**src/rtl/nhit_window_ctrl_if.sv**
```systemverilog
// -----------------------------------------------------------------------------
// nhit_window_ctrl_if
//
// Event/trigger bundle between the NHIT window controller and the readout
// logic that consumes its event records.
//
//   trig         1       one-cycle trigger pulse (threshold met)
//   evt_nhit     NHIT_W  hit count of the buffered event
//   evt_valid    1       event buffer holds an unread record
//   evt_ready    1       consumer accepts the buffered record
//   evt_dropped  16      saturating count of events lost to a full buffer
//
// Modports:
//   master  - the controller (drives the event, samples evt_ready)
//   slave   - the consumer  (reads the event, drives evt_ready)
// -----------------------------------------------------------------------------
interface nhit_window_ctrl_if #(
    parameter int NHIT_W = 8
);
    logic              trig;
    logic [NHIT_W-1:0] evt_nhit;
    logic              evt_valid;
    logic              evt_ready;
    logic [15:0]       evt_dropped;

    modport master (
        output trig,
        output evt_nhit,
        output evt_valid,
        output evt_dropped,
        input  evt_ready
    );

    modport slave (
        input  trig,
        input  evt_nhit,
        input  evt_valid,
        input  evt_dropped,
        output evt_ready
    );
endinterface

```
**src/rtl/nhit_window_ctrl.sv**
```systemverilog
// -----------------------------------------------------------------------------
// nhit_window_ctrl
//
// Sequencer for the NHIT latch/popcount datapath. Waits for the first PMT hit,
// lets a fixed coincidence window elapse, samples the hit count, raises a
// trigger when the count reaches the threshold, stores an event record, then
// drives the shared latch-clear line for CLR_CYCLES followed by a HOLDOFF
// dead time before re-arming.
//
// Parameters:
//   NHIT_W      width of hit count and threshold
//   WINDOW      coincidence window in clk cycles (>=1)
//   CLR_CYCLES  cycles pmt_clear is held high (>=1)
//   HOLDOFF     dead cycles after the clear before re-arm (>=1)
//   DN_PERIOD   dark-noise snapshot period in cycles (only with the macro)
//
// Ports:
//   clk, rst_n  clock; asynchronous active-low reset
//   enable      arms the controller, looked at only while idle
//   threshold   trigger threshold, 0 disables triggering
//   nhit_in     popcount from the datapath (asynchronous to clk)
//   pmt_clear   drives the datapath latch 'interrupt' line
//   dn_snap     one-cycle dark-noise snapshot strobe
//   evt         event/trigger bundle (master side)
//
// Optional feature: define NHIT_DN_SCHED_EN to schedule periodic dark-noise
// snapshots on the clear line. Without it dn_snap is tied low and no period
// logic exists.
// -----------------------------------------------------------------------------
module nhit_window_ctrl #(
    parameter int NHIT_W     = 8,
    parameter int WINDOW     = 16,
    parameter int CLR_CYCLES = 2,
    parameter int HOLDOFF    = 8,
    parameter int DN_PERIOD  = 1000000
) (
    input  logic                  clk,
    input  logic                  rst_n,
    input  logic                  enable,
    input  logic [NHIT_W-1:0]     threshold,
    input  logic [NHIT_W-1:0]     nhit_in,
    output logic                  pmt_clear,
    output logic                  dn_snap,
    nhit_window_ctrl_if.master    evt
);

    if (WINDOW < 1 || CLR_CYCLES < 1 || HOLDOFF < 1 || DN_PERIOD < 1) begin : g_param_check
        $error("nhit_window_ctrl: WINDOW, CLR_CYCLES, HOLDOFF and DN_PERIOD must all be >= 1");
    end

    // One down-counter serves every timed state, so it is sized for the
    // longest of the three intervals.
    localparam int CNT_MAX = (WINDOW > CLR_CYCLES)
                           ? ((WINDOW > HOLDOFF) ? WINDOW : HOLDOFF)
                           : ((CLR_CYCLES > HOLDOFF) ? CLR_CYCLES : HOLDOFF);
    localparam int CNT_W   = (CNT_MAX > 1) ? $clog2(CNT_MAX) : 1;

    localparam logic [CNT_W-1:0] WIN_LOAD  = CNT_W'(WINDOW - 1);
    localparam logic [CNT_W-1:0] CLR_LOAD  = CNT_W'(CLR_CYCLES - 1);
    localparam logic [CNT_W-1:0] HOLD_LOAD = CNT_W'(HOLDOFF - 1);

    typedef enum logic [2:0] {
        ST_IDLE,
        ST_WINDOW,
        ST_SAMPLE,
        ST_CLEAR,
        ST_HOLDOFF
    } state_e;

    state_e             state_q, state_d;
    logic [CNT_W-1:0]   cnt_q, cnt_d;
    logic               sample_en;
    logic               hit_qual;
    logic               dn_pend;

    logic [NHIT_W-1:0]  nhit_meta, nhit_s;

    logic               pmt_clear_q;
    logic               trig_q;
    logic               evt_valid_q;
    logic [NHIT_W-1:0]  evt_nhit_q;
    logic [15:0]        evt_dropped_q;

    // ------------------------------------------------------------------
    // Two-flop synchronizer. The popcount bus is multi-bit, so individual
    // samples may be incoherent; that is tolerated because the value is only
    // tested for nonzero while idle and captured after the window settled.
    // ------------------------------------------------------------------
    // NOTE: every clocked block uses non-blocking assignments so all flops
    // see the pre-edge values, whatever order the blocks are evaluated in.
    always_ff @(posedge clk or negedge rst_n) begin
        if (!rst_n) begin
            nhit_meta <= '0;
            nhit_s    <= '0;
        end else begin
            nhit_meta <= nhit_in;
            nhit_s    <= nhit_meta;
        end
    end

    assign hit_qual = enable && (nhit_s != '0);

    // ------------------------------------------------------------------
    // Optional dark-noise scheduler: a free-running period counter raises a
    // pending request; the request is served from IDLE only when no hit
    // qualifies that cycle, so real events always take precedence.
    // ------------------------------------------------------------------
`ifdef NHIT_DN_SCHED_EN
    localparam int DN_W = (DN_PERIOD > 1) ? $clog2(DN_PERIOD) : 1;

    logic [DN_W-1:0] dn_cnt_q;
    logic            dn_pend_q;
    logic            dn_snap_q;
    logic            dn_tick;
    logic            dn_fire;

    assign dn_tick = (dn_cnt_q == DN_W'(DN_PERIOD - 1));
    assign dn_fire = (state_q == ST_IDLE) && dn_pend_q && !hit_qual;

    always_ff @(posedge clk or negedge rst_n) begin
        if (!rst_n) begin
            dn_cnt_q  <= '0;
            dn_pend_q <= 1'b0;
            dn_snap_q <= 1'b0;
        end else begin
            dn_cnt_q  <= dn_tick ? '0 : dn_cnt_q + DN_W'(1);
            // A new period tick wins over a same-cycle service so no
            // request is ever lost.
            if (dn_tick)      dn_pend_q <= 1'b1;
            else if (dn_fire) dn_pend_q <= 1'b0;
            dn_snap_q <= dn_fire;
        end
    end

    assign dn_pend = dn_pend_q;
    assign dn_snap = dn_snap_q;
`else
    assign dn_pend = 1'b0;
    assign dn_snap = 1'b0;
`endif

    // ------------------------------------------------------------------
    // Sequencer state register. Reset lands in CLEAR so the latches are
    // wiped after every reset before the first window can open.
    // ------------------------------------------------------------------
    always_ff @(posedge clk or negedge rst_n) begin
        if (!rst_n) begin
            state_q <= ST_CLEAR;
            cnt_q   <= CLR_LOAD;
        end else begin
            state_q <= state_d;
            cnt_q   <= cnt_d;
        end
    end

    // NOTE: every signal driven here gets a default first, so no path through
    // the case leaves one unassigned and no latch is inferred.
    always_comb begin
        state_d   = state_q;
        cnt_d     = cnt_q;
        sample_en = 1'b0;

        unique case (state_q)
            ST_IDLE: begin
                if (hit_qual) begin
                    state_d = ST_WINDOW;
                    cnt_d   = WIN_LOAD;
                end else if (dn_pend) begin
                    // Snapshot: clear the latches without trigger or event.
                    state_d = ST_CLEAR;
                    cnt_d   = CLR_LOAD;
                end
            end
            ST_WINDOW: begin
                if (cnt_q == '0) state_d = ST_SAMPLE;
                else             cnt_d   = cnt_q - CNT_W'(1);
            end
            ST_SAMPLE: begin
                sample_en = 1'b1;
                state_d   = ST_CLEAR;
                cnt_d     = CLR_LOAD;
            end
            ST_CLEAR: begin
                if (cnt_q == '0) begin
                    state_d = ST_HOLDOFF;
                    cnt_d   = HOLD_LOAD;
                end else begin
                    cnt_d   = cnt_q - CNT_W'(1);
                end
            end
            ST_HOLDOFF: begin
                if (cnt_q == '0) state_d = ST_IDLE;
                else             cnt_d   = cnt_q - CNT_W'(1);
            end
            default: begin
                state_d = ST_CLEAR;
                cnt_d   = CLR_LOAD;
            end
        endcase
    end

    // ------------------------------------------------------------------
    // Registered outputs. pmt_clear follows the next state so it is a clean
    // flop output (it drives an asynchronous line) yet still rises on the
    // same edge the FSM enters CLEAR; its reset value of 1 makes it assert
    // asynchronously with rst_n.
    // ------------------------------------------------------------------
    always_ff @(posedge clk or negedge rst_n) begin
        if (!rst_n) begin
            pmt_clear_q   <= 1'b1;
            trig_q        <= 1'b0;
            evt_valid_q   <= 1'b0;
            evt_nhit_q    <= '0;
            evt_dropped_q <= '0;
        end else begin
            pmt_clear_q <= (state_d == ST_CLEAR);
            trig_q      <= sample_en && (threshold != '0) && (nhit_s >= threshold);

            if (sample_en && (!evt_valid_q || evt.evt_ready)) begin
                // A load overrides a same-cycle handshake: the consumer took
                // the old record and the new one replaces it.
                evt_nhit_q  <= nhit_s;
                evt_valid_q <= 1'b1;
            end else begin
                if (sample_en && (evt_dropped_q != 16'hFFFF)) begin
                    evt_dropped_q <= evt_dropped_q + 16'd1;
                end
                if (evt_valid_q && evt.evt_ready) begin
                    evt_valid_q <= 1'b0;
                end
            end
        end
    end

    assign pmt_clear       = pmt_clear_q;
    assign evt.trig        = trig_q;
    assign evt.evt_nhit    = evt_nhit_q;
    assign evt.evt_valid   = evt_valid_q;
    assign evt.evt_dropped = evt_dropped_q;

endmodule
```
**src/flat_wrapper.sv**
```systemverilog
// flat-port wrapper written by rule: the top's interface ports become plain ports
module nhit_window_ctrl_flat 
#(
    parameter int NHIT_W     = 8,
    parameter int WINDOW     = 16,
    parameter int CLR_CYCLES = 2,
    parameter int HOLDOFF    = 8,
    parameter int DN_PERIOD  = 1000000
)
  (clk, rst_n, enable, threshold, nhit_in, pmt_clear, dn_snap, evt_trig, evt_evt_nhit, evt_evt_valid, evt_evt_dropped, evt_evt_ready);
  nhit_window_ctrl_if #(.NHIT_W(NHIT_W)) evt_i ();
  input  logic clk;
  input  logic rst_n;
  input  logic enable;
  input  logic [NHIT_W-1:0] threshold;
  input  logic [NHIT_W-1:0] nhit_in;
  output logic pmt_clear;
  output logic dn_snap;
  output wire logic [$bits(evt_i.trig)-1:0] evt_trig;
  output wire logic [$bits(evt_i.evt_nhit)-1:0] evt_evt_nhit;
  output wire logic [$bits(evt_i.evt_valid)-1:0] evt_evt_valid;
  output wire logic [$bits(evt_i.evt_dropped)-1:0] evt_evt_dropped;
  input wire logic [$bits(evt_i.evt_ready)-1:0] evt_evt_ready;
  assign evt_trig = evt_i.trig;
  assign evt_evt_nhit = evt_i.evt_nhit;
  assign evt_evt_valid = evt_i.evt_valid;
  assign evt_evt_dropped = evt_i.evt_dropped;
  assign evt_i.evt_ready = evt_evt_ready;
  nhit_window_ctrl #(.NHIT_W(NHIT_W), .WINDOW(WINDOW), .CLR_CYCLES(CLR_CYCLES), .HOLDOFF(HOLDOFF), .DN_PERIOD(DN_PERIOD)) u_core (.clk(clk), .rst_n(rst_n), .enable(enable), .threshold(threshold), .nhit_in(nhit_in), .pmt_clear(pmt_clear), .dn_snap(dn_snap), .evt(evt_i));
endmodule
```
**config.mk**
```make
export PLATFORM = sky130hd
export DESIGN_NAME = nhit_window_ctrl_flat
export DESIGN_NICKNAME = d
export VERILOG_FILES = /design/src/rtl/nhit_window_ctrl_if.sv /design/src/rtl/nhit_window_ctrl.sv /design/src/flat_wrapper.sv
export SDC_FILE = /design/constraint.sdc
export NUM_CORES = 1
export LEC_CHECK = 0
export ABC_AREA = 1
export BUFFER_PORTS_ARGS = -buffer_cell sky130_fd_sc_hd__buf_2
export CORE_MARGIN = 2
export CORE_UTILIZATION = 55
export CTS_CLUSTER_SIZE = 30
export DETAILED_ROUTE_END_ITERATION = 7
export PLACE_DENSITY = 0.79
export SYNTH_ARGS = -nofsm -noshare
export SYNTH_HDL_FRONTEND = slang
export SYNTH_SLANG_ARGS = --single-unit
```
**constraint.sdc**
```tcl
create_clock -name clk -period 2.2 [get_ports clk]
set_clock_uncertainty 0.2 [all_clocks]
set_input_delay 0.44 -clock clk [delete_from_list [all_inputs] [get_ports clk]]
set_output_delay 0.44 -clock clk [all_outputs]
set_load 0.05 [all_outputs]
```
==> reports/metrics.csv, run 1 <==
stage,metric,value,unit
sta,max-slew violation count,0,
synthesis,syn nets,323,
floorplanning,row cnt,24,
grt,first-pass GRT wire length,8880,um
grt,antenna violations before repair,0,
clocking,"Clk Latency, worst-skew pair",0.31,ns
grt,largest net degree at the start of global routing,51,
layout,layout cells sized above 1,22.3,%
layout,most frequent cells in the layout,"nand2_1, buf_2, dfrtp_1, inv_1, nor2_1",
placed_design,GP Congestion,0.855,
floorplanning,io pins,48,
sta,min cycle time layout,1.78,ns
status,outcome,"complete, no violations",
worst_setup_path,slowest cell on the critical path,dfrtp_1,
clocking,clock transition at the registers of the reported paths,0.10,ns
worst_setup_path,CP Launch Type,flip-flop,
clocking,Num CTS Buffers,5,
clocking,Post-CTS Setup Inserts,0,
layout,Syn-to-layout area delta,16.7,%
sta,endpoints failing hold,0,
routing,WL per Instance,11.6,um
grt,total track usage,21.9,%
synthesis,Synth area leader,dfrtp_1,
sta,setup TNS,0,ns
grt,grt ovf,0,
synthesis,post-synth top area share,45.7,%
sta,final setup margin,0.420,ns
worst_setup_path,worst path cell trace,"ha_1, nand3_1, inv_2, nand2_4, nor2_8, nor3_4, buf_4, nand2_1, nand2_1",
placed_design,DP Area,2810,sq um
synthesis,Mapped Cells,293,
clocking,Clock Tree Buf Depth,2,
power,PnR Total Power,2.96,mW
routing,DR pass1 iterations,4,
synthesis,"Cell Area, Synth",2520,sq um
synthesis,"Avg Cell Area, Syn",8.59,sq um
worst_setup_path,Critical Path RT,2.21,ns
routing,Post-Route WL,4660,um
hold_path,worst min-delay path class,in2reg,
power,Leak,1.63,nW
sta,"Setup violations, final",0,
layout,fin nets,378,
floorplanning,Die Area,5130,sq um
worst_setup_path,Most common cell on crit path,nand2_1,
routing,post-route ant nets,0,
floorplanning,Die W,71.7,um
layout,Antenna diodes,0,
grt,number of global-route vias before repair,2094,
worst_setup_path,"Max FO, Critical Path",16,
routing,post-DR vias/cell,5.02,
placed_design,input/output buffers,46,
power,PwrDens,1010,nW/um^2
clocking,CTS tree,yes,
sta,RSZ-0062 raised after global routing,no,
routing,vias,2012,
clocking,root cell of the clock tree,clkbuf_8,
layout,fill cell count,373,
placed_design,worst slack at placement,0.437,ns
worst_setup_path,crit path DAT,1.79,ns
clocking,htree depth,2,
synthesis,"flops & latches, synth",50,
sta,achievable frequency,0.562,GHz
synthesis,"Distinct cells, synth",26,
sta,final critical-path share of the clock period,80.9,%
floorplanning,core area,4380,sq um
routing,Remaining DRCs,0,
floorplanning,initial cell density of the core,57.4,%
worst_setup_path,Worst path max stage delay,0.42,ns
power,Worst VDD drop,0.545,mV
layout,Finished Cell Area,2940,sq um
floorplanning,chip height,71.7,um
worst_setup_path,CP Capture Type,flip-flop,
synthesis,sequential fraction of the synthesis area,49.9,%
routing,DRT iter0 DRCs,77,
worst_setup_path,WS Path Type,reg2reg,
layout,"commonest non-fill, non-tap cell in the layout",nand2_1,
placed_design,DP HPWL,3480,um
synthesis,synth top area cells,"dfrtp_1, nand2_1, ha_1",
job,# Max-Cap Violations,0,
clocking,Sink Count,50,
synthesis,synth warn,0,
sequential cells by signal, summed over array words and instances, names as in the netlist:
signal,cells
u_core.nhit_s,8
u_core.nhit_meta,8
u_core.evt.evt_dropped,16
u_core.evt.evt_nhit,8
u_core.cnt_q,4
u_core.evt.trig,1
u_core.evt.evt_valid,1
u_core.pmt_clear,1
u_core.state_q,3
cell usage after synthesis:
cell type and number:
o21a_1 1, nand2_4 3, inv_1 31, nand4_1 5
o21ai_0 8, nor2_4 1, nand3_2 1, nor2_2 2
nor3_1 1, mux2_2 7, dfrtp_1 46, buf_8 1
nor2_1 25, o211ai_1 2, nand3_1 14, dfstp_2 4
conb_1 1, a21oi_1 6, ha_1 10, nor3_4 1
nand2_1 106, xnor2_1 9, buf_4 2, xor2_1 3
inv_2 2, nor2_8 1
layout make-up:
| cell class | instances | area [sq um] | share of cell area [%] |
|---|---|---|---|
| clock buffers | 5 | 68.8 | 2.34 |
| well taps | 52 | 65.1 | 2.21 |
| multi-input cells | 207 | 1110 | 37.7 |
| flip-flops and latches | 50 | 1260 | 42.8 |
| clock inverters | 3 | 28.8 | 0.980 |
| inverters | 33 | 124 | 4.22 |
| repair buffers | 51 | 288 | 9.80 |
final timing paths:
| kind | startpoint | end | slack [ns] | depth (start not counted) |
|---|---|---|---|---|
| setup / recovery | u_core.evt.evt_dropped[0] | u_core.evt.evt_dropped[11] | 0.42 | 9 |
| hold / removal | nhit_in[4] | u_core.nhit_meta[4] | 0.03 | 1 |
| setup reg to reg | u_core.evt.evt_dropped[0] | u_core.evt.evt_dropped[11] | 0.42 | 9 |
| hold reg to reg | u_core.nhit_meta[7] | u_core.nhit_s[7] | 0.16 | 0 |
| max in group asynchronous | rst_n | u_core.state_q[0] | 1.09 | 3 |
| min in group asynchronous | rst_n | u_core.evt.trig | 0.42 | 3 |
power by group:
part           switching (mW)  leakage (nW)  internal [mW]
logic                   0.809         0.950          0.353
clock network           0.332        0.0506          0.238
registers               0.109         0.626           1.12
total                    1.25          1.63           1.71
metrics by stage:
| step | util [%] | std cells | hold WS, ns |
|---|---|---|---|
| after detailed placement | 64.1 | 390 | 0.135 |
| after floorplan | - | 293 | -0.0556 |
| after CTS | 66.6 | 399 | 0.0154 |
| final | 67.0 | 401 | 0.0253 |
| after global placement | 64.1 | 390 | 0.133 |
| after global routing | 67.0 | 401 | 0.000441 |
layer usage:
layer | GRT usage, % | part of all wire [%] | wire length (um) | vias up
met4 | 10.1 | 2.3 | 106 | 0
met5 | 0 | 0 | 0 | -
met1 | 26.9 | 44 | 2040 | 918
met2 | 36.8 | 50 | 2310 | 47
met3 | 5.06 | 4.3 | 201 | 14
li1 | - | - | - | 1033
worst max-delay path, delay by kind of cell (launching register included):
kind | cells | cell delay, ns
flip-flops | 1 | 0.42
AND/OR/NAND/NOR | 6 | 0.52
buffers and inverters | 2 | 0.31
adder cells (fa/ha/maj) | 1 | 0.22
kinds of logic (layout without fill, tap and decap cells):
kind of cell	Yosys count	count (layout)	share of synthesized area, %
XOR/XNOR	12	12	4.18
adder cells (fa/ha/maj)	10	10	4.97
flip-flops	50	50	49.9
multiplexers	7	7	3.13
other	1	1	0.149
AO/OA/AOI/OAI	17	17	3.68
AND/OR/NAND/NOR	160	160	27.9
buffers and inverters	36	92	6.11
timing repair:
action | 4_1_cts | 5_1_grt
hold buffers | 1 | 2
gates resized for setup | 0 | 0
endpoints found under the hold margin | 46 | 2
No activity file was read; power rests on OpenSTA's default activity.
==> inputs of run 2 (changes only) <==
--- a/config.mk
+++ b/config.mk
@@ -5,13 +5,13 @@
 export SDC_FILE = /design/constraint.sdc
 export NUM_CORES = 1
 export LEC_CHECK = 0
-export ABC_AREA = 1
+export ABC_AREA = 0
 export BUFFER_PORTS_ARGS = -buffer_cell sky130_fd_sc_hd__buf_2
 export CORE_MARGIN = 2
-export CORE_UTILIZATION = 55
+export CORE_UTILIZATION = 49
 export CTS_CLUSTER_SIZE = 30
 export DETAILED_ROUTE_END_ITERATION = 7
-export PLACE_DENSITY = 0.79
+export PLACE_DENSITY = 0.75
 export SYNTH_ARGS = -nofsm -noshare
 export SYNTH_HDL_FRONTEND = slang
 export SYNTH_SLANG_ARGS = --single-unit
==> constraint.sdc (replaced) <==
create_clock -name clk -period 1.5 [get_ports clk]
set_clock_uncertainty 0.2 [all_clocks]
set_input_delay 0.3 -clock clk [delete_from_list [all_inputs] [get_ports clk]]
set_output_delay 0.3 -clock clk [all_outputs]
set_load 0.05 [all_outputs]
==> run 2 against run 1 <==
Net effect: the run now ends with setup timing left; total power is 36% higher; global-route usage is 6.1 points higher; sequential share of layout area is 11 points lower; sequential power is 37% higher; utilization is 19 points higher; critical endpoint is now u_core.cnt_q[0]; maximum frequency is 7.4% lower; count of clock-buffer cells in the layout stayed put; final area is 38% higher; cell count is 3.7% lower; via count is 5.9% higher; non-clock buffer count is 82 higher.
==> reports/metrics.csv, run 2 <==
stage,metric,value,unit,change
clocking,root cell of the clock tree,clkbuf_8,,unchanged
routing,Post-Route WL,7530,um,was 4660 um
power,Leak,1.95,nW,was 1.63 nW
status,failing checks,setup timing,,
synthesis,predominant post-synthesis flop cell,dfrtp_1,,unchanged
sta,achievable frequency,0.520,GHz,was 0.562 GHz
grt,antenna violations before repair,0,,unchanged
routing,wl on met1,3080,um,was 2040 um
worst_setup_path,slowest cell on the critical path,dfstp_2,,was dfrtp_1
clocking,Num CTS Buffers,5,,unchanged
layout,area of the multi-input gates,1340,sq um,was 1110 sq um
sta,final setup margin,-0.422,ns,was 0.420 ns
worst_setup_path,"Max FO, Critical Path",4,,was 16
power,PwrDens,993,nW/um^2,was 1010 nW/um^2
synthesis,syn nets,228,,was 323
worst_setup_path,crit path DAT,1.97,ns,was 1.79 ns
clocking,Clock Tree Buf Depth,2,,unchanged
grt,number of global-route vias before repair,2254,,was 2094
sta,RSZ-0062 raised after global routing,yes,,was no
worst_setup_path,worst path cell trace,"inv_2, ha_4, buf_6, nor3b_4, o22ai_1, nand2_1, mux2_4",,"was ha_1, nand3_1, inv_2, nand2_4, nor2_8, nor3_4, buf_4, nand2_1, nand2_1"
floorplanning,initial cell density of the core,50.2,%,was 57.4%
synthesis,"Cell Area, Synth",2350,sq um,was 2520 sq um
routing,met3 wire length,344,um,was 201 um
layout,Post-Layout Cell Count,386,,was 401
routing,WL per Instance,19.5,um,was 11.6 um
power,Worst VDD drop,0.648,mV,was 0.545 mV
sta,"Setup violations, final",48,,was 0
placed_design,placed cells,345,,was 390
synthesis,most common cell in the netlist,dfrtp_1,,was nand2_1
sta,endpoints failing hold,0,,unchanged
synthesis,ys async rst share,100,%,unchanged
clocking,htree depth,2,,unchanged
routing,vias,2131,,was 2012
worst_setup_path,Bufs and invs on worst path,2,,unchanged
routing,max layer used,met4,,unchanged
synthesis,"flops & latches, synth",50,,unchanged
layout,Antenna diodes,0,,unchanged
worst_setup_path,Worst path max stage delay,0.56,ns,was 0.42 ns
routing,DRT iter0 DRCs,130,,was 77
synthesis,Synth area leader,dfrtp_1,,unchanged
routing,post-DR vias/cell,5.52,,was 5.02
clocking,"Clk Latency, worst-skew pair",0.32,ns,was 0.31 ns
power,PnR Total Power,4.02,mW,was 2.96 mW
grt,first-pass GRT wire length,11200,um,was 8880 um
layout,max reg flops,16,,unchanged
layout,fin nets,361,,was 378
floorplanning,chip height,73.3,um,was 71.7 um
worst_setup_path,Critical Path RT,1.54,ns,was 2.21 ns
synthesis,synth top area cells,"dfrtp_1, ha_1, xor2_1",,"was dfrtp_1, nand2_1, ha_1"
sta,setup TNS,-9.62,ns,was 0 ns
synthesis,synth warn,0,,unchanged
grt,total track usage,28.0,%,was 21.9%
floorplanning,Die W,73.3,um,was 71.7 um
routing,DR pass1 iterations,4,,unchanged
sta,final critical-path share of the clock period,128,%,was 80.9%
floorplanning,row cnt,25,,was 24
synthesis,"Distinct cells, synth",55,,was 26
synthesis,post-synth top area share,48.9,%,was 45.7%
placed_design,input/output buffers,46,,unchanged
grt,largest net degree at the start of global routing,20,,was 51
placed_design,DP Area,3170,sq um,was 2810 sq um
floorplanning,core area,4690,sq um,was 4380 sq um
synthesis,sequential fraction of the synthesis area,53.4,%,was 49.9%
layout,"commonest non-fill, non-tap cell in the layout",buf_4,,was nand2_1
status,outcome,finished with violations,,"was complete, no violations"
floorplanning,Die Area,5370,sq um,was 5130 sq um
sta,max-slew violation count,0,,unchanged
synthesis,synth cell count leaders,"dfrtp_1, xor2_1, inv_1, nand2_1, ha_1",,"was nand2_1, dfrtp_1, inv_1"
routing,Met2 Wirelength,3900,um,was 2310 um
worst_setup_path,critical path's top delay family,flip-flops,,was simple AND/OR/NAND/NOR gates
clocking,CTS tree,yes,,unchanged
worst_setup_path,CP Capture Type,flip-flop,,unchanged
worst_setup_path,r2r setup slk,-0.42,ns,was 0.42 ns
worst_setup_path,CP Launch Type,flip-flop,,unchanged
layout,Seq. cell area,1280,sq um,was 1260 sq um
clocking,clock transition at the registers of the reported paths,0.09,ns,was 0.10 ns
placed_design,DP HPWL,3900,um,was 3480 um
grt,grt ovf,0,,unchanged
sta,min cycle time layout,1.92,ns,was 1.78 ns
layout,Finished Cell Area,4050,sq um,was 2940 sq um
placed_design,GP Congestion,0.847,,was 0.855
worst_setup_path,WS Path Type,reg2reg,,unchanged
routing,post-route ant nets,0,,unchanged
synthesis,Mapped Cells,198,,was 293
layout,most frequent cells in the layout,"buf_4, buf_6, dfrtp_1, buf_2",,"was nand2_1, buf_2, dfrtp_1, inv_1, nor2_1"
routing,Remaining DRCs,0,,unchanged
layout,fill cell count,200,,was 373
job,# Max-Cap Violations,0,,unchanged
synthesis,"Avg Cell Area, Syn",11.9,sq um,was 8.59 sq um
layout,layout cells sized above 1,62.3,%,was 22.3%
hold_path,worst min-delay path class,reg2reg,,was in2reg
floorplanning,io pins,48,,unchanged
layout,Syn-to-layout area delta,72.1,%,was 16.7%
clocking,Sink Count,50,,unchanged
synthesis,number of synthesized flops with an enable pin,0,,unchanged
run 2: cell types whose count changed after synthesis, moves of 5 or more:
cell and delta:
mux2_2 -7, inv_1 -20, xor2_1 +10, nand3_1 -9, o21ai_0 -5, nor3_1 +8, nand2_1 -95, nor2_1 -18
xnor2_1 -7, mux2_1 +9
run 2: cells by family after synthesis:
family | count (synthesis) | share of synthesized area, %
AO/OA/AOI/OAI | 26 | 8.40
XOR/XNOR | 15 | 5.58
adder cells (fa/ha/maj) | 10 | 5.32
buffers and inverters | 18 | 3.62
flip-flops | 50 | 53.4
multiplexers | 13 | 6.22
other | 1 | 0.159
AND/OR/NAND/NOR | 65 | 17.3
run 2: layout make-up:
type                    count  share of cell area (%)
multi-input cells         130                    33.0
repair buffers            133                    30.4
inverters                  11                    1.02
clock buffers               5                    1.70
well taps                  54                    1.67
clock inverters             3                   0.679
flip-flops and latches     50                    31.6
run 2: repair_timing:
action                                 in CTS  in global routing
setup endpoints to repair                  50                 53
resized for setup                         114                 30
setup buffers                              16                 14
hold buffers                                9                  0
endpoints found under the hold margin      19                  0
gates cloned                                2                  0
pin swaps                                  20                 14
run 2: final timing paths:
kind                                startpoint                        end  depth (start not counted)
max                            u_core.cnt_q[0]            u_core.cnt_q[0]                          7
min                        u_core.nhit_meta[6]           u_core.nhit_s[6]                          0
max reg2reg                    u_core.cnt_q[0]            u_core.cnt_q[0]                          7
min reg2reg                u_core.nhit_meta[6]           u_core.nhit_s[6]                          0
max in group asynchronous                rst_n  u_core.evt.evt_dropped[7]                          3
min in group asynchronous                rst_n            u_core.cnt_q[3]                          2
run 2: through the flow:
stage               util [%]  worst slack (ns)  hold slack (ns)
CTS                     83.1            -0.343            0.159
global route            86.3            -0.481            0.166
floorplan                  -            -0.387           -0.196
finish                  86.3            -0.422            0.159
global placement        67.6            -0.292           0.0658
detailed placement      67.6            -0.334           0.0686
run 2: power by group:
group	leakage [nW]	switching (mW)	internal, mW	total, mW
Clock	0.0467	0.517	0.347	0.864
Sequential	0.586	0.141	1.55	1.69
Combinational	1.32	0.786	0.681	1.47
run 2: routing by layer:
metal  up-vias  GRT usage (%)
li1        971              -
met1      1064           34.8
met2        78           48.3
met3        18           5.49
met4         0           10.7
met5         -              0
==> inputs of run 3 (changes only) <==
--- a/config.mk
+++ b/config.mk
@@ -7,11 +7,13 @@
 export LEC_CHECK = 0
 export ABC_AREA = 0
 export BUFFER_PORTS_ARGS = -buffer_cell sky130_fd_sc_hd__buf_2
-export CORE_MARGIN = 2
-export CORE_UTILIZATION = 49
+export CELL_PAD_IN_SITES_DETAIL_PLACEMENT = 0
+export CELL_PAD_IN_SITES_GLOBAL_PLACEMENT = 1
+export CORE_MARGIN = 8
+export CORE_UTILIZATION = 39
 export CTS_CLUSTER_SIZE = 30
 export DETAILED_ROUTE_END_ITERATION = 7
-export PLACE_DENSITY = 0.75
+export PLACE_DENSITY_LB_ADDON = 0.1
 export SYNTH_ARGS = -nofsm -noshare
 export SYNTH_HDL_FRONTEND = slang
 export SYNTH_SLANG_ARGS = --single-unit
==> run 3 against run 2 <==
Net effect: the flow still finishes with violations (setup timing); count of clock-buffer cells in the layout unchanged; critical endpoint unchanged; first-iteration DRC count shrank 85%; die area up 63%; clock power is 8.2% lower; register-to-register slack gained 0.09 ns; sequential power is essentially flat; non-clock buffer count down 2.
==> reports/metrics.csv, run 3 (same netlist as run 2, synthesis figures left out) <==
stage,metric,value,unit,change
worst_setup_path,CP startpoint,u_core.nhit_s[5],,was u_core.cnt_q[0]
clocking,Clock Tree Buf Depth,2,,unchanged
layout,Syn-to-layout area delta,71.6,%,was 72.1%
hold_path,hold depth,0,,unchanged
hold_path,Worst Hold Path EP,u_core.nhit_s[7],,was u_core.nhit_s[6]
worst_setup_path,"Max FO, Critical Path",3,,was 4
routing,DR pass1 iterations,3,,was 4
sta,achievable frequency,0.546,GHz,was 0.520 GHz
grt,busiest grt layer,met2,,unchanged
worst_setup_path,slowest cell on the critical path,or4_4,,was dfstp_2
grt,total track usage,13.8,%,was 28.0%
status,outcome,finished with violations,,unchanged
routing,post-route ant nets,0,,unchanged
job,# Max-Cap Violations,0,,unchanged
grt,first-pass GRT wire length,9600,um,was 11200 um
clocking,Sink Count,50,,unchanged
floorplanning,io pins,48,,unchanged
clocking,clock transition at the registers of the reported paths,0.09,ns,about the same
routing,Remaining DRCs,0,,unchanged
clocking,"Clk Latency, worst-skew pair",0.30,ns,was 0.32 ns
routing,vias,1936,,was 2131
worst_setup_path,WS Path Type,reg2reg,,unchanged
layout,Finished Cell Area,4040,sq um,was 4050 sq um
hold_path,worst min-delay path class,reg2reg,,unchanged
placed_design,GP Congestion,0.778,,was 0.847
status,failing checks,setup timing,,unchanged
floorplanning,Die Area,8780,sq um,was 5370 sq um
worst_setup_path,CP Capture Type,flip-flop,,unchanged
grt,GR Util met3,3.92,%,was 5.49%
layout,"Core Util, Final",68.6,%,was 86.3%
routing,WL per Instance,14.1,um,was 19.5 um
layout,"commonest non-fill, non-tap cell in the layout",buf_4,,unchanged
clocking,htree depth,2,,unchanged
power,PwrDens,945,nW/um^2,was 993 nW/um^2
worst_setup_path,r2r setup slk,-0.33,ns,was -0.42 ns
routing,post-DR vias/cell,4.78,,was 5.52
routing,Post-Route WL,5700,um,was 7530 um
placed_design,worst slack at placement,-0.351,ns,was -0.334 ns
layout,layout cells sized above 1,62.1,%,was 62.3%
layout,fin nets,359,,was 361
floorplanning,core area,5890,sq um,was 4690 sq um
worst_setup_path,FF-to-FF End,u_core.cnt_q[0],,unchanged
worst_setup_path,CP Launch Type,flip-flop,,unchanged
worst_setup_path,Critical Path RT,1.53,ns,was 1.54 ns
grt,antenna violations before repair,0,,unchanged
routing,DRT iter0 DRCs,19,,was 130
floorplanning,row cnt,28,,was 25
sta,min cycle time layout,1.83,ns,was 1.92 ns
layout,most frequent cells in the layout,"buf_4, buf_6, buf_2, dfrtp_1",,"was buf_4, buf_6, dfrtp_1, buf_2"
sta,"Setup violations, final",39,,was 48
clocking,Num CTS Buffers,5,,unchanged
floorplanning,Die W,93.7,um,was 73.3 um
placed_design,input/output buffers,46,,unchanged
floorplanning,initial cell density of the core,40.0,%,was 50.2%
power,Worst VDD drop,0.686,mV,was 0.648 mV
sta,setup TNS,-7.04,ns,was -9.62 ns
worst_setup_path,Critical R2R Launch,u_core.nhit_s[5],,was u_core.cnt_q[0]
worst_setup_path,critical path's top delay family,simple AND/OR/NAND/NOR gates,,was flip-flops
layout,Antenna diodes,0,,unchanged
floorplanning,chip height,93.7,um,was 73.3 um
power,PnR Total Power,3.82,mW,was 4.02 mW
worst_setup_path,worst path cell trace,"or4_4, o21ai_4, a21oi_2, mux2_4",,"was inv_2, ha_4, buf_6, nor3b_4, o22ai_1, nand2_1, mux2_4"
placed_design,DP Area,3240,sq um,was 3170 sq um
clocking,root cell of the clock tree,clkbuf_8,,unchanged
sta,Slew headroom,66.1,%,
worst_setup_path,Worst path max stage delay,0.55,ns,was 0.56 ns
layout,max reg flops,16,,unchanged
grt,M1 GR Usage,16.6,%,was 34.8%
sta,final critical-path share of the clock period,122,%,was 128%
sta,final setup margin,-0.330,ns,was -0.422 ns
sta,slew at the pin with the worst max-slew slack,0.504,ns,
grt,grt ovf,0,,unchanged
grt,number of global-route vias before repair,2013,,was 2254
sta,max-slew violation count,0,,unchanged
grt,largest net degree at the start of global routing,22,,was 20
worst_setup_path,Bufs and invs on worst path,0,,was 2
sta,endpoints failing hold,0,,unchanged
grt,M2 GR Usage,23.3,%,was 48.3%
worst_setup_path,crit path DAT,1.86,ns,was 1.97 ns
placed_design,DP HPWL,4190,um,was 3900 um
sta,RSZ-0062 raised after global routing,yes,,unchanged
clocking,CTS tree,yes,,unchanged
power,Leak,1.95,nW,about the same
hold_path,hold path start,u_core.nhit_meta[7],,was u_core.nhit_meta[6]
worst_setup_path,reg2reg path depth,4,,was 7
## run 3: cell types whose count changed in the layout (fill, tap and decap cells not counted), sizes merged
cell and delta:
clkinvlp -1, clkbuf -1, clkinv +1, buf -1
## run 3: how the worst max path moves through the flow
| stage | to | cells after the start |
|---|---|---|
| finish | u_core.cnt_q[0] | 4 |
| global route | u_core.cnt_q[0] | 6 |
| CTS | u_core.cnt_q[0] | 4 |
| detailed placement | u_core.cnt_q[0] | 8 |
| global placement | u_core.cnt_q[0] | 8 |
| floorplan | u_core.evt.evt_dropped[4] | 6 |
## run 3: where the power goes
part	leakage, nW	internal (mW)	switching, mW	total [mW]
logic	1.31	0.635	0.721	1.36
registers	0.587	1.55	0.116	1.67
clock network	0.0489	0.338	0.456	0.793
## run 3: what timing repair did
action,CTS,global route
buffers inserted,11,12
endpoints found under the hold margin,20,0
gates resized for setup,116,12
setup endpoints to repair,49,50
hold buffers,9,0
pin swaps,23,13
## run 3: through the flow
step / hold WS, ns / cells
floorplan: -0.196 / 198
global placement: 0.0520 / 370
detailed placement: 0.0613 / 370
CTS: 0.157 / 396
global route: 0.165 / 405
finish: 0.156 / 405
## run 3: routing by layer
metal	part of all wire [%]	routed length, um
met2	51	2880
met3	4.5	256
met1	44	2500
met4	1.1	60
met5	0	0
## run 3: worst register-to-register path, stage by stage, from the launching register on
cell and delay (ns):
dfrtp_1 0.39, or4_4 0.55, o21ai_4 0.20, a21oi_2 0.11, mux2_4 0.31
## run 3: layout make-up
class	instances	area [sq um]
Clock inverter	3	22.5
Clock buffer	5	68.8
Sequential cell	50	1280
Fill cell	441	1850
Tap cell	75	93.8
Multi-Input combinational cell	130	1330
Inverter	11	41.3
Timing Repair Buffer	131	1210
